File: src/rtl/inst_loader.sv
// Byte-stream instruction loader: parses MAGIC, word count, big-endian words and an
// XOR checksum, writes each word to instruction memory, and gates the datapath via lock.
module inst_loader #(
  parameter int unsigned WORDS = 64,
  parameter logic [7:0]  MAGIC = 8'hA5
) (
  input  logic        clk,
  input  logic        reset,
  input  logic [7:0]  rx_data,
  input  logic        rx_valid,
  output logic        rx_ready,
  output logic        imem_we,
  output logic [5:0]  imem_addr,
  output logic [31:0] imem_wdata,
  output logic        lock,
  output logic        err,
  output logic [6:0]  words_loaded
);

  localparam int unsigned WORD_W  = 32;
  localparam int unsigned BYTE_W  = 8;
  localparam int unsigned COUNT_W = 7;

  typedef enum logic [2:0] {
    S_IDLE, S_COUNT, S_DATA, S_WRITE, S_CHECK, S_DONE, S_ERR
  } state_e;

  state_e              state_q, state_d;
  logic [BYTE_W-1:0]   n_q, n_d;
  logic [WORD_W-1:0]   word_q, word_d;
  logic [1:0]          byte_cnt_q, byte_cnt_d;
  logic [BYTE_W-1:0]   csum_q, csum_d;
  logic [COUNT_W-1:0]  words_loaded_q, words_loaded_d;

  logic accept;
  logic start;

  assign accept = rx_valid && rx_ready;
  // A header byte restarts a load from any resting state.
  assign start  = accept && (rx_data == MAGIC) &&
                  (state_q == S_IDLE || state_q == S_DONE || state_q == S_ERR);

  // State register
  always_ff @(posedge clk) begin
    if (reset) begin
      state_q <= S_IDLE;
    end else begin
      state_q <= state_d;
    end
  end

  // Datapath registers
  always_ff @(posedge clk) begin
    if (reset) begin
      n_q            <= '0;
      word_q         <= '0;
      byte_cnt_q     <= '0;
      csum_q         <= '0;
      words_loaded_q <= '0;
    end else begin
      n_q            <= n_d;
      word_q         <= word_d;
      byte_cnt_q     <= byte_cnt_d;
      csum_q         <= csum_d;
      words_loaded_q <= words_loaded_d;
    end
  end

  // Next-state logic
  always_comb begin
    state_d = state_q;
    unique case (state_q)
      S_IDLE, S_DONE, S_ERR: begin
        if (start) state_d = S_COUNT;
      end
      S_COUNT: begin
        if (accept) begin
          if (rx_data == '0 || 32'(rx_data) > WORDS) state_d = S_ERR;
          else                                        state_d = S_DATA;
        end
      end
      S_DATA: begin
        if (accept && byte_cnt_q == 2'd3) state_d = S_WRITE;
      end
      S_WRITE: begin
        if (8'(words_loaded_q) + 8'd1 < n_q) state_d = S_DATA;
        else                                 state_d = S_CHECK;
      end
      S_CHECK: begin
        if (accept) state_d = (rx_data == csum_q) ? S_DONE : S_ERR;
      end
      default: state_d = S_IDLE;
    endcase
  end

  // Datapath next values
  always_comb begin
    n_d            = n_q;
    word_d         = word_q;
    byte_cnt_d     = byte_cnt_q;
    csum_d         = csum_q;
    words_loaded_d = words_loaded_q;
    if (start) begin
      words_loaded_d = '0;
      csum_d         = '0;
      byte_cnt_d     = '0;
    end
    if (state_q == S_COUNT && accept) begin
      n_d = rx_data;
    end
    // Shift left so the first byte of a word ends up in bits 31:24.
    if (state_q == S_DATA && accept) begin
      word_d     = {word_q[WORD_W-BYTE_W-1:0], rx_data};
      csum_d     = csum_q ^ rx_data;
      byte_cnt_d = byte_cnt_q + 2'd1;
    end
    if (state_q == S_WRITE) begin
      words_loaded_d = words_loaded_q + 7'd1;
    end
  end

  // Output decode; the write strobe is masked by reset so no write lands on a reset edge.
  always_comb begin
    rx_ready     = (state_q != S_WRITE);
    imem_we      = (state_q == S_WRITE) && !reset;
    imem_addr    = words_loaded_q[5:0];
    imem_wdata   = word_q;
    lock         = (state_q == S_DONE);
    err          = (state_q == S_ERR);
    words_loaded = words_loaded_q;
  end

endmodule

File: config.mk
export PLATFORM = sky130hd
export DESIGN_NAME = inst_loader
export DESIGN_NICKNAME = d
export VERILOG_FILES = /design/src/rtl/inst_loader.sv
export SDC_FILE = /design/constraint.sdc
export NUM_CORES = 1
export LEC_CHECK = 0
export BUFFER_PORTS_ARGS = -buffer_cell sky130_fd_sc_hd__buf_4
export CORE_MARGIN = 1
export CORE_UTILIZATION = 60
export CTS_BUF_LIST = sky130_fd_sc_hd__clkbuf_4 sky130_fd_sc_hd__clkbuf_8
export CTS_CLUSTER_DIAMETER = 60
export CTS_CLUSTER_SIZE = 24
export DETAILED_ROUTE_END_ITERATION = 12
export GPL_TIMING_DRIVEN = 0
export HOLD_SLACK_MARGIN = 0.02
export MAX_ROUTING_LAYER = met4
export PLACE_DENSITY = 0.86
export SYNTH_ARGS = -nofsm -noshare
export SYNTH_HDL_FRONTEND = slang
export SYNTH_SLANG_ARGS = --single-unit
export TNS_END_PERCENT = 50
File: constraint.sdc
create_clock -name clk -period 3.5 [get_ports clk]
set_clock_uncertainty 0.1 [all_clocks]
set_input_delay 0.35 -clock clk [delete_from_list [all_inputs] [get_ports clk]]
set_output_delay 0.35 -clock clk [all_outputs]
set_load 0.05 [all_outputs]
==> reports/metrics.yaml, run 1 <==
synthesis:
  synth_top_area_cell: "dfxtp_1"
  synth_top_family_by_area: "simple AND/OR/NAND/NOR gates"
  synth_compound_area_share_pct: 19.4
  seq_area_frac_synth_pct: 41.0
  async_flop_share_pct: 0
  synth.avg_cell_area_um2: 7.70
  synth_edf_count: 0
  synth_area_mm2: 0.00293
  ys_ff_latch: 60
  yosysWarnings: 0
  yosysMostFrequentCell: "nand2_1"
  synth_fa_ha_area_share_pct: 3.85
  synthMuxAreaShare_pct: 0.342
  syn_inst: 380
  ys.flop_type: "dfxtp_1"
  synth_xor_area_share_pct: 3.29
  synth-simple-area-share_pct: 25.3
  post_synth_num_cell_types: 47
  synthTopCellsByArea: "dfxtp_1 41%, a21oi_1 10%, nand2_1 9.1%"
  netlist.area_leader.share_pct: 41.0
  yosys-top-cells-count: "71 x nand2_1, 60 x dfxtp_1, 59 x a21oi_1, 39 x nor2_1, 17 x o21ai_0"
  syn_nets: 400
min_path:
  hold_path.class: "in -> reg"
floorplanning:
  fp.dieH_um: 71.9
  die_w_um: 71.9
  io_pins: 60
  dieArea_mm2: 0.00516
  core-area_mm2: 0.00472
  initial_utilization_pct: 62.0
  fp-row-count: 25
drt:
  vias_per_cell: 5.59
  via_count: 2885
  wl_per_cell_um: 14.7
  final_antenna_net_count: 0
  wirelength_um: 7580
  drtIter0Drc: 299
  route.detailed.drc: 0
  firstDrtPassIters: 5
worst_setup_path:
  crit_slowest_cell: "or4_1"
  worstSetupPathType: "reg -> reg"
  start_kind: "register"
  crit_path_max_incr_delay_ns: 0.48
  worstPathArrival_ns: 2.72
  cp_cell_sequence: "ha_1, nand3_1, nor2_1, xor2_1, ha_1, nand2_1, or4_1, a311oi_1, a211oi_1"
  path_max_fanout: 7
  crit_top_cell: "ha_1"
  crit_required_ns: 3.61
  end_kind: "register"
clock_network:
  clkLatencyLatePin_ns: 0.35
  cts_tree: "done"
  cts-root-buf: "clkbuf_8"
  post_cts.repair.setup_buffers: 0
  clock_path_buffers: 2
  clock_sinks: 60
  h-tree-depth: 3
  cts-resized-gates: 0
  clk_pin_slew_worst_paths_ns: 0.07
  cts_buffers: 9
  ctsHoldBuffers: 0
timing:
  slew_viol_final: 0
  maxSlewHeadroom_pct: 55.9
  tightest_slew_ns: 0.659
  fmax_mhz: 383
  period_needed_ns: 2.61
  grt_setup_unrepaired: "false"
  fin_setup_tns_ns: 0
  setup-violations-final: 0
  worst_slack_ns: 0.888
  finalCritPeriodShare_pct: 74.6
  hold_slack_ns: 0.208
  hold_viol: 0
global_routing:
  first_global_vias: 2658
  grt_max_degree: 13
  grt_use_total_pct: 32.2
  grt_pass1_wl_um: 12400
  antenna_found_initial: 0
  overflow: 0
power_and_ir_drop:
  power_density_mw_per_mm2: 380
  power_leakage_uw: 0.00145
  ir_worst_vdd_mv: 0.320
flow_run:
  maxCapViolCount: 0
placement:
  dp_cells: 500
  place_hpwl_um: 5340
  port_buffers: 53
  dp_slack_ns: 0.938
  place_congestion: 0.864
cells_and_area:
  fin_nets: 464
  fin_cells: 516
  antenna_cells: 0
  areaGrowthSynthToFinish_pct: 23.3
  layout-drive-gt1-share_pct: 20.3
run_status:
  status: "completed"
==> state kept, by name (all words and copies together) (netlist names) <==
register / count
imem_wdata: 32
csum_q: 8
n_q: 8
words_loaded: 7
state_q: 3
byte_cnt_q: 2
==> routing by layer <==
layer / up-vias / part of all wire (%) / track usage [%]
met5: - / 0 / -
met4: 0 / 2.0 / 12.2
met3: 18 / 6.0 / 9.14
met2: 100 / 48 / 50.5
met1: 1353 / 44 / 39.5
li1: 1414 / - / -
==> worst max-delay path: cells and delay by family (launching register included) <==
| family | cells | cell delay [ns] |
|---|---|---|
| xor gates and xnor gates | 1 | 0.11 |
| DFF | 1 | 0.43 |
| adders and majority gates | 2 | 0.57 |
| and+or+nand+nor | 4 | 0.91 |
| AOI/OAI and AO/OA | 2 | 0.34 |
==> cells in the final DEF, fill, tap and decap left out, types with 2 or more instances in the layout <==
master / Yosys / final
o2111a_1: 2 / 2
xor2_1: 9 / 9
xnor2_1: 2 / 2
nand4b_1: 2 / 2
or3_1: 4 / 4
nand3_1: 6 / 6
a22oi_1: 4 / 4
clkinvlp_4: 0 / 2
clkbuf_1: 15 / 15
o21ai_0: 17 / 17
nand3b_1: 4 / 4
nor3_1: 4 / 4
a21oi_1: 59 / 59
inv_1: 13 / 13
buf_2: 8 / 8
and2_1: 3 / 3
nor4_1: 3 / 3
nand2b_1: 6 / 6
nor2_1: 39 / 39
ha_1: 9 / 9
buf_4: 7 / 60
nand2_1: 71 / 71
nor2b_1: 5 / 5
clkinv_4: 0 / 2
dfxtp_1: 60 / 60
clkbuf_8: 0 / 9
a31oi_1: 3 / 3
and3_1: 3 / 3
==> power breakdown <==
part,total [µW],switching [µW],internal [µW]
Sequential,683,0.601,683
Clock,634,302,332
Combinational,52.8,38.3,14.5
==> stage by stage <==
| stage | power [µW] | util, % | instance area, µm² |
|---|---|---|---|
| global placement | 749 | 72.2 | 3410 |
| global route | 1410 | 76.4 | 3610 |
| finish | 1370 | 76.4 | 3610 |
| CTS | 1370 | 76.4 | 3610 |
| detailed placement | 750 | 72.2 | 3410 |
| floorplan | 730 | - | 2930 |
==> cell type report <==
type	instances	area, µm²
multi-input combinational	277	1530
fill	366	1110
inverter	13	48.8
clock inverter	7	76.3
clock buffer	9	124
tap	67	83.8
sequential	60	1200
timing repair buffer	53	398
buffer	30	149
==> final timing paths <==
path                                       from        endpoint  slack (ns)  depth (start not counted)
worst max register to register  words_loaded[0]      state_q[1]        0.89                          9
worst min-delay path                 rx_data[1]   imem_wdata[1]        0.21                          3
worst min register to register   imem_wdata[31]  imem_wdata[31]        0.36                          2
worst max-delay path            words_loaded[0]      state_q[1]        0.89                          9
==> cells by family (layout without fill, tap and decap cells) <==
logic type,after synthesis,in the layout
AND/OR/NAND/NOR,158,158
AO/OA/AOI/OAI,98,98
adder cells (fa/ha/maj),9,9
XOR/XNOR,11,11
multiplexers,1,1
buffers and inverters,43,112
flip-flops,60,60
Power figures use the tool's default switching activity.
==> inputs of run 2 (changes only) <==
- CORE_UTILIZATION: 60 -> 57
- PLACE_DENSITY: 0.86 -> 0.82
- clock period: 3.5 -> 2.6 ns (I/O delays scaled with it)
==> reports/metrics.yaml, run 2 (synthesized netlist as in run 1, its figures left out) <==
run_status:
  status: "completed"  # unchanged
cells_and_area:
  register_area_mm2: 0.00120  # about the same
  fillers: 373  # was 366
  fin_cells: 515  # was 516
  layout-drive-gt1-share_pct: 21.7  # was 20.3%
  final_cell_mix: "71 x nand2_1, 60 x buf_4, 59 x a21oi_1"  # was 71 x nand2_1, 60 x buf_4, 60 x dfxtp_1
  multi_input_area_mm2: 0.00155  # was 0.00153 mm²
  largest_reg_flops: 32  # unchanged
  areaGrowthSynthToFinish_pct: 25.4  # was 23.3%
  final_common_cell: "nand2_1"  # unchanged
  antenna_cells: 0  # unchanged
  utilization_pct: 76.2  # was 76.4%
  fin_nets: 464  # unchanged
worst_setup_path:
  path_max_fanout: 7  # unchanged
  end_kind: "register"  # unchanged
  worstSetupPathType: "reg -> reg"  # unchanged
  rrSetupSlack_ns: 0.12  # was 0.89 ns
  crit_required_ns: 2.71  # was 3.61 ns
  crit_slowest_cell: "or4_1"  # unchanged
  start_kind: "register"  # unchanged
  cp_cell_sequence: "and3_2, and3_1, and3_1, ha_1, nand2_1, or4_1, a311oi_2, a211oi_1"  # was ha_1, nand3_1, nor2_1, xor2_1, ha_1, nand2_1, or4_1, a311oi_1, a211oi_1
  crit_path_max_incr_delay_ns: 0.50  # was 0.48 ns
  worstPathArrival_ns: 2.59  # was 2.72 ns
  crit_top_cell: "and3_1"  # was ha_1
drt:
  vias_per_cell: 5.66  # was 5.59
  wl_per_cell_um: 14.6  # was 14.7 µm
  firstDrtPassIters: 6  # was 5
  via_count: 2915  # was 2885
  drtIter0Drc: 247  # was 299
  wirelength_um: 7540  # was 7580 µm
  route.detailed.drc: 0  # unchanged
  final_antenna_net_count: 0  # unchanged
timing:
  slew_viol_final: 0  # unchanged
  tightest_slew_ns: 0.679  # was 0.659 ns
  setup-violations-final: 0  # unchanged
  fin_setup_tns_ns: 0  # unchanged
  fmax_mhz: 404  # was 383 MHz
  grt_setup_unrepaired: "false"  # unchanged
  finalCritPeriodShare_pct: 95.2  # was 74.6%
  hold_viol: 0  # unchanged
  period_needed_ns: 2.48  # was 2.61 ns
  maxSlewHeadroom_pct: 54.5  # was 55.9%
flow_run:
  maxCapViolCount: 0  # unchanged
clock_network:
  clkLatencyLatePin_ns: 0.34  # was 0.35 ns
  h-tree-depth: 3  # unchanged
  clk_pin_slew_worst_paths_ns: 0.07  # about the same
  cts_buffers: 9  # unchanged
  ctsHoldBuffers: 0  # unchanged
  clock_path_buffers: 2  # unchanged
  cts-root-buf: "clkbuf_8"  # unchanged
  clock_sinks: 60  # unchanged
  cts_tree: "done"  # unchanged
floorplanning:
  initial_utilization_pct: 60.8  # was 62.0%
  fp-row-count: 25  # unchanged
  dieArea_mm2: 0.00543  # was 0.00516 mm²
  core-area_mm2: 0.00482  # was 0.00472 mm²
  die_w_um: 73.7  # was 71.9 µm
  fp.dieH_um: 73.7  # was 71.9 µm
  io_pins: 60  # unchanged
power_and_ir_drop:
  ir_worst_vdd_mv: 0.483  # was 0.320 mV
  pwr-share-comb_pct: 3.5  # was 3.9%
  clkPwrFrac_pct: 50.1  # was 46.3%
  p_sw_share_pct: 21.8  # was 24.9%
  power_density_mw_per_mm2: 541  # was 380 mW/mm²
  intPower_uw: 1550  # was 1030 µW
  netSwitchingPower_uw: 433  # was 341 µW
  p_seq_share_pct: 46.3  # was 49.9%
  power_leakage_uw: 0.00147  # was 0.00145 µW
  finalPower_uw: 1990  # was 1370 µW
global_routing:
  grt_pass1_wl_um: 11800  # was 12400 µm
  antenna_found_initial: 0  # unchanged
  grt_max_degree: 11  # was 13
  overflow: 0  # unchanged
  grt_use_total_pct: 29.8  # was 32.2%
  first_global_vias: 2579  # was 2658
placement:
  dp_cells: 500  # unchanged
  place_congestion: 0.821  # was 0.864
  place_hpwl_um: 5210  # was 5340 µm
  port_buffers: 53  # unchanged
min_path:
  hold_path.class: "in -> reg"  # unchanged
==> run 2: cell types whose count changed in the layout (fill, tap and decap cells not counted), sizes merged <==
cell	before	now
clkinv	3	1
bufinv	1	2
inv	14	13
clkinvlp	2	0
clkbuf	24	27
==> run 2: power groups by stage <==
stage | registers, µW | clock network, µW | logic [µW]
after CTS | 920 | 1000 | 68.6
after floorplan | 942 | 0 | 41.1
after detailed placement | 941 | 0 | 68.0
after global routing | 920 | 1040 | 75.7
after global placement | 941 | 0 | 67.6
final | 920 | 996 | 70.5
==> run 2: layout make-up <==
| type | count | area share, % |
|---|---|---|
| Tap cell | 67 | 2.28 |
| Buffer | 30 | 4.05 |
| Multi-Input combinational cell | 277 | 42.3 |
| Clock buffer | 12 | 4.50 |
| Inverter | 13 | 1.33 |
| Clock inverter | 3 | 1.87 |
| Sequential cell | 60 | 32.8 |
| Timing Repair Buffer | 53 | 10.8 |
==> run 2: final timing paths <==
kind,startpoint,to,cells past startpoint
max,words_loaded[2],state_q[1],8
max reg2reg,words_loaded[2],state_q[1],8
min reg2reg,imem_wdata[25],imem_wdata[25],2
min,rx_data[3],n_q[3],3
==> run 2: metrics by stage <==
stage | hold WS, ns | area (µm²) | worst slack (ns)
after floorplan | 0.296 | 2930 | 0.0161
after global placement | 0.344 | 3410 | 0.155
after detailed placement | 0.347 | 3410 | 0.104
after CTS | 0.108 | 3650 | 0.0714
after global routing | 0.139 | 3670 | 0.0294
final | 0.125 | 3670 | 0.125
==> run 2: critical path: cells and delay by family, from the launching register on <==
family                   cells  cell delay [ns]
AND/OR/NAND/NOR              5             1.26
AO/OA/AOI/OAI                2             0.33
adder cells (fa/ha/maj)      1             0.29
flip-flops                   1             0.36
==> run 2: timing repair <==
action	in CTS	in global routing
resized for setup	0	6
buffers inserted	0	0
endpoints found under the setup margin	0	1
==> run 2: layer usage <==
| layer | global-route usage [%] | wire, µm |
|---|---|---|
| met1 | 37.4 | 3330 |
| met2 | 45.8 | 3550 |
| met3 | 6.72 | 496 |
| met4 | 13.2 | 163 |
| met5 | - | 0 |
==> inputs of run 3 (changes only) <==
- MAX_ROUTING_LAYER: met4 -> unset
==> reports/metrics.yaml, run 3 (synthesized netlist as in run 1, its figures left out) <==
worst_setup_path:
  r2r_cells: 8  # unchanged
  crit_top_cell: "and3_1"  # unchanged
  end_kind: "register"  # unchanged
  path_max_fanout: 7  # unchanged
  rrSetupSlack_ns: 0.13  # was 0.12 ns
  crit_required_ns: 2.71  # about the same
  crit_path_max_incr_delay_ns: 0.50  # about the same
  start_kind: "register"  # unchanged
  worstPathArrival_ns: 2.59  # about the same
  cp_cell_sequence: "and3_2, and3_1, and3_1, ha_1, nand2_1, or4_1, a311oi_2, a211oi_1"  # unchanged
  worstSetupPathType: "reg -> reg"  # unchanged
  crit_slowest_cell: "or4_1"  # unchanged
global_routing:
  first_global_vias: 2580  # was 2579
  grt_max_degree: 11  # unchanged
  antenna_found_initial: 0  # unchanged
  overflow: 0  # unchanged
  grt_use_total_pct: 28.8  # was 29.8%
  grt_pass1_wl_um: 11800  # about the same
power_and_ir_drop:
  ir_worst_vdd_mv: 0.485  # was 0.483 mV
  power_density_mw_per_mm2: 541  # about the same
  finalPower_uw: 1990  # about the same
  power_leakage_uw: 0.00147  # unchanged
clock_network:
  ctsHoldBuffers: 0  # unchanged
  clock_path_buffers: 2  # unchanged
  h-tree-depth: 3  # unchanged
  clock_sinks: 60  # unchanged
  cts_tree: "done"  # unchanged
  cts-root-buf: "clkbuf_8"  # unchanged
  clk_pin_slew_worst_paths_ns: 0.07  # about the same
  clkLatencyLatePin_ns: 0.35  # was 0.34 ns
  cts_buffers: 9  # unchanged
drt:
  firstDrtPassIters: 4  # was 6
  final_antenna_net_count: 0  # unchanged
  wirelength_um: 7530  # was 7540 µm
  route.detailed.drc: 0  # unchanged
  drtIter0Drc: 242  # was 247
  vias_per_cell: 5.68  # was 5.66
  via_count: 2925  # was 2915
  wl_per_cell_um: 14.6  # about the same
floorplanning:
  fp-row-count: 25  # unchanged
  core-area_mm2: 0.00482  # unchanged
  dieArea_mm2: 0.00543  # unchanged
  initial_utilization_pct: 60.8  # unchanged
  io_pins: 60  # unchanged
  die_w_um: 73.7  # unchanged
  fp.dieH_um: 73.7  # unchanged
cells_and_area:
  largest_reg_flops: 32  # unchanged
  fillers: 373  # unchanged
  layout-drive-gt1-share_pct: 21.7  # unchanged
  fin_nets: 464  # unchanged
  final_cell_mix: "71 x nand2_1, 60 x buf_4, 59 x a21oi_1"  # unchanged
  final_area_mm2: 0.00367  # unchanged
  areaGrowthSynthToFinish_pct: 25.4  # unchanged
  final_common_cell: "nand2_1"  # unchanged
  antenna_cells: 0  # unchanged
timing:
  hold_slack_ns: 0.124  # was 0.125 ns
  worst_slack_ns: 0.127  # was 0.125 ns
  grt_setup_unrepaired: "false"  # unchanged
  setup-violations-final: 0  # unchanged
  slew_viol_final: 0  # unchanged
  period_needed_ns: 2.47  # was 2.48 ns
  tightest_slew_ns: 0.665  # was 0.679 ns
  fmax_mhz: 404  # about the same
  maxSlewHeadroom_pct: 55.4  # was 54.5%
  hold_viol: 0  # unchanged
  finalCritPeriodShare_pct: 95.1  # was 95.2%
  fin_setup_tns_ns: 0  # unchanged
min_path:
  hold_depth: 3  # unchanged
  hold_path.class: "in -> reg"  # unchanged
placement:
  place_hpwl_um: 5210  # unchanged
  dp_slack_ns: 0.104  # unchanged
  place_congestion: 0.809  # was 0.821
  port_buffers: 53  # unchanged
  placed_area_mm2: 0.00341  # unchanged
flow_run:
  maxCapViolCount: 0  # unchanged
run_status:
  status: "completed"  # unchanged
-- run 3: cell counts in the layout (fill, tap and decap cells not counted) --
No cell type changed its count.
-- run 3: final cells by class --
class	count	area, µm²	area share (%)
buffer	30	149	4.05
timing repair buffer	53	398	10.8
clock inverter	3	68.8	1.87
tap	67	83.8	2.28
clock buffer	12	165	4.50
inverter	13	48.8	1.33
multi-input combinational	277	1550	42.3
sequential	60	1200	32.8
-- run 3: metal layers --
| metal | vias to the layer above | track usage, % | share of wire, % | routed length (µm) |
|---|---|---|---|---|
| met3 | 16 | 6.31 | 7.5 | 567 |
| met5 | - | 0 | 0 | 0 |
| li1 | 1409 | - | - | - |
| met4 | 0 | 13.2 | 2.1 | 161 |
| met1 | 1384 | 37.0 | 42 | 3180 |
| met2 | 116 | 46.1 | 48 | 3620 |
-- run 3: power breakdown --
group          total, µW  switching (µW)  internal [µW]
logic               70.6            51.0           19.5
registers            920           0.755            920
clock network        996             381            615
-- run 3: final timing paths --
path                    from              to
min               rx_data[3]          n_q[3]
max          words_loaded[2]      state_q[1]
max reg2reg  words_loaded[2]      state_q[1]
min reg2reg   imem_wdata[25]  imem_wdata[25]
-- run 3: stage by stage --
step                      util, %  cells
after floorplan                 -    380
after global placement       70.8    500
after detailed placement     70.8    500
after CTS                    75.7    515
after global routing         76.2    515
final                        76.2    515
-- run 3: timing repair --
item / in CTS / in global routing
hold endpoints to repair: 0 / 0
setup endpoints to repair: 0 / 1
gates resized for setup: 0 / 6
setup buffers: 0 / 0
-- run 3: critical path: cells and delay by family (launching register included) --
kind            cells  cell delay [ns]
simple gates        5             1.26
flops               1             0.36
compound gates      2             0.33
fa+ha+maj           1             0.29
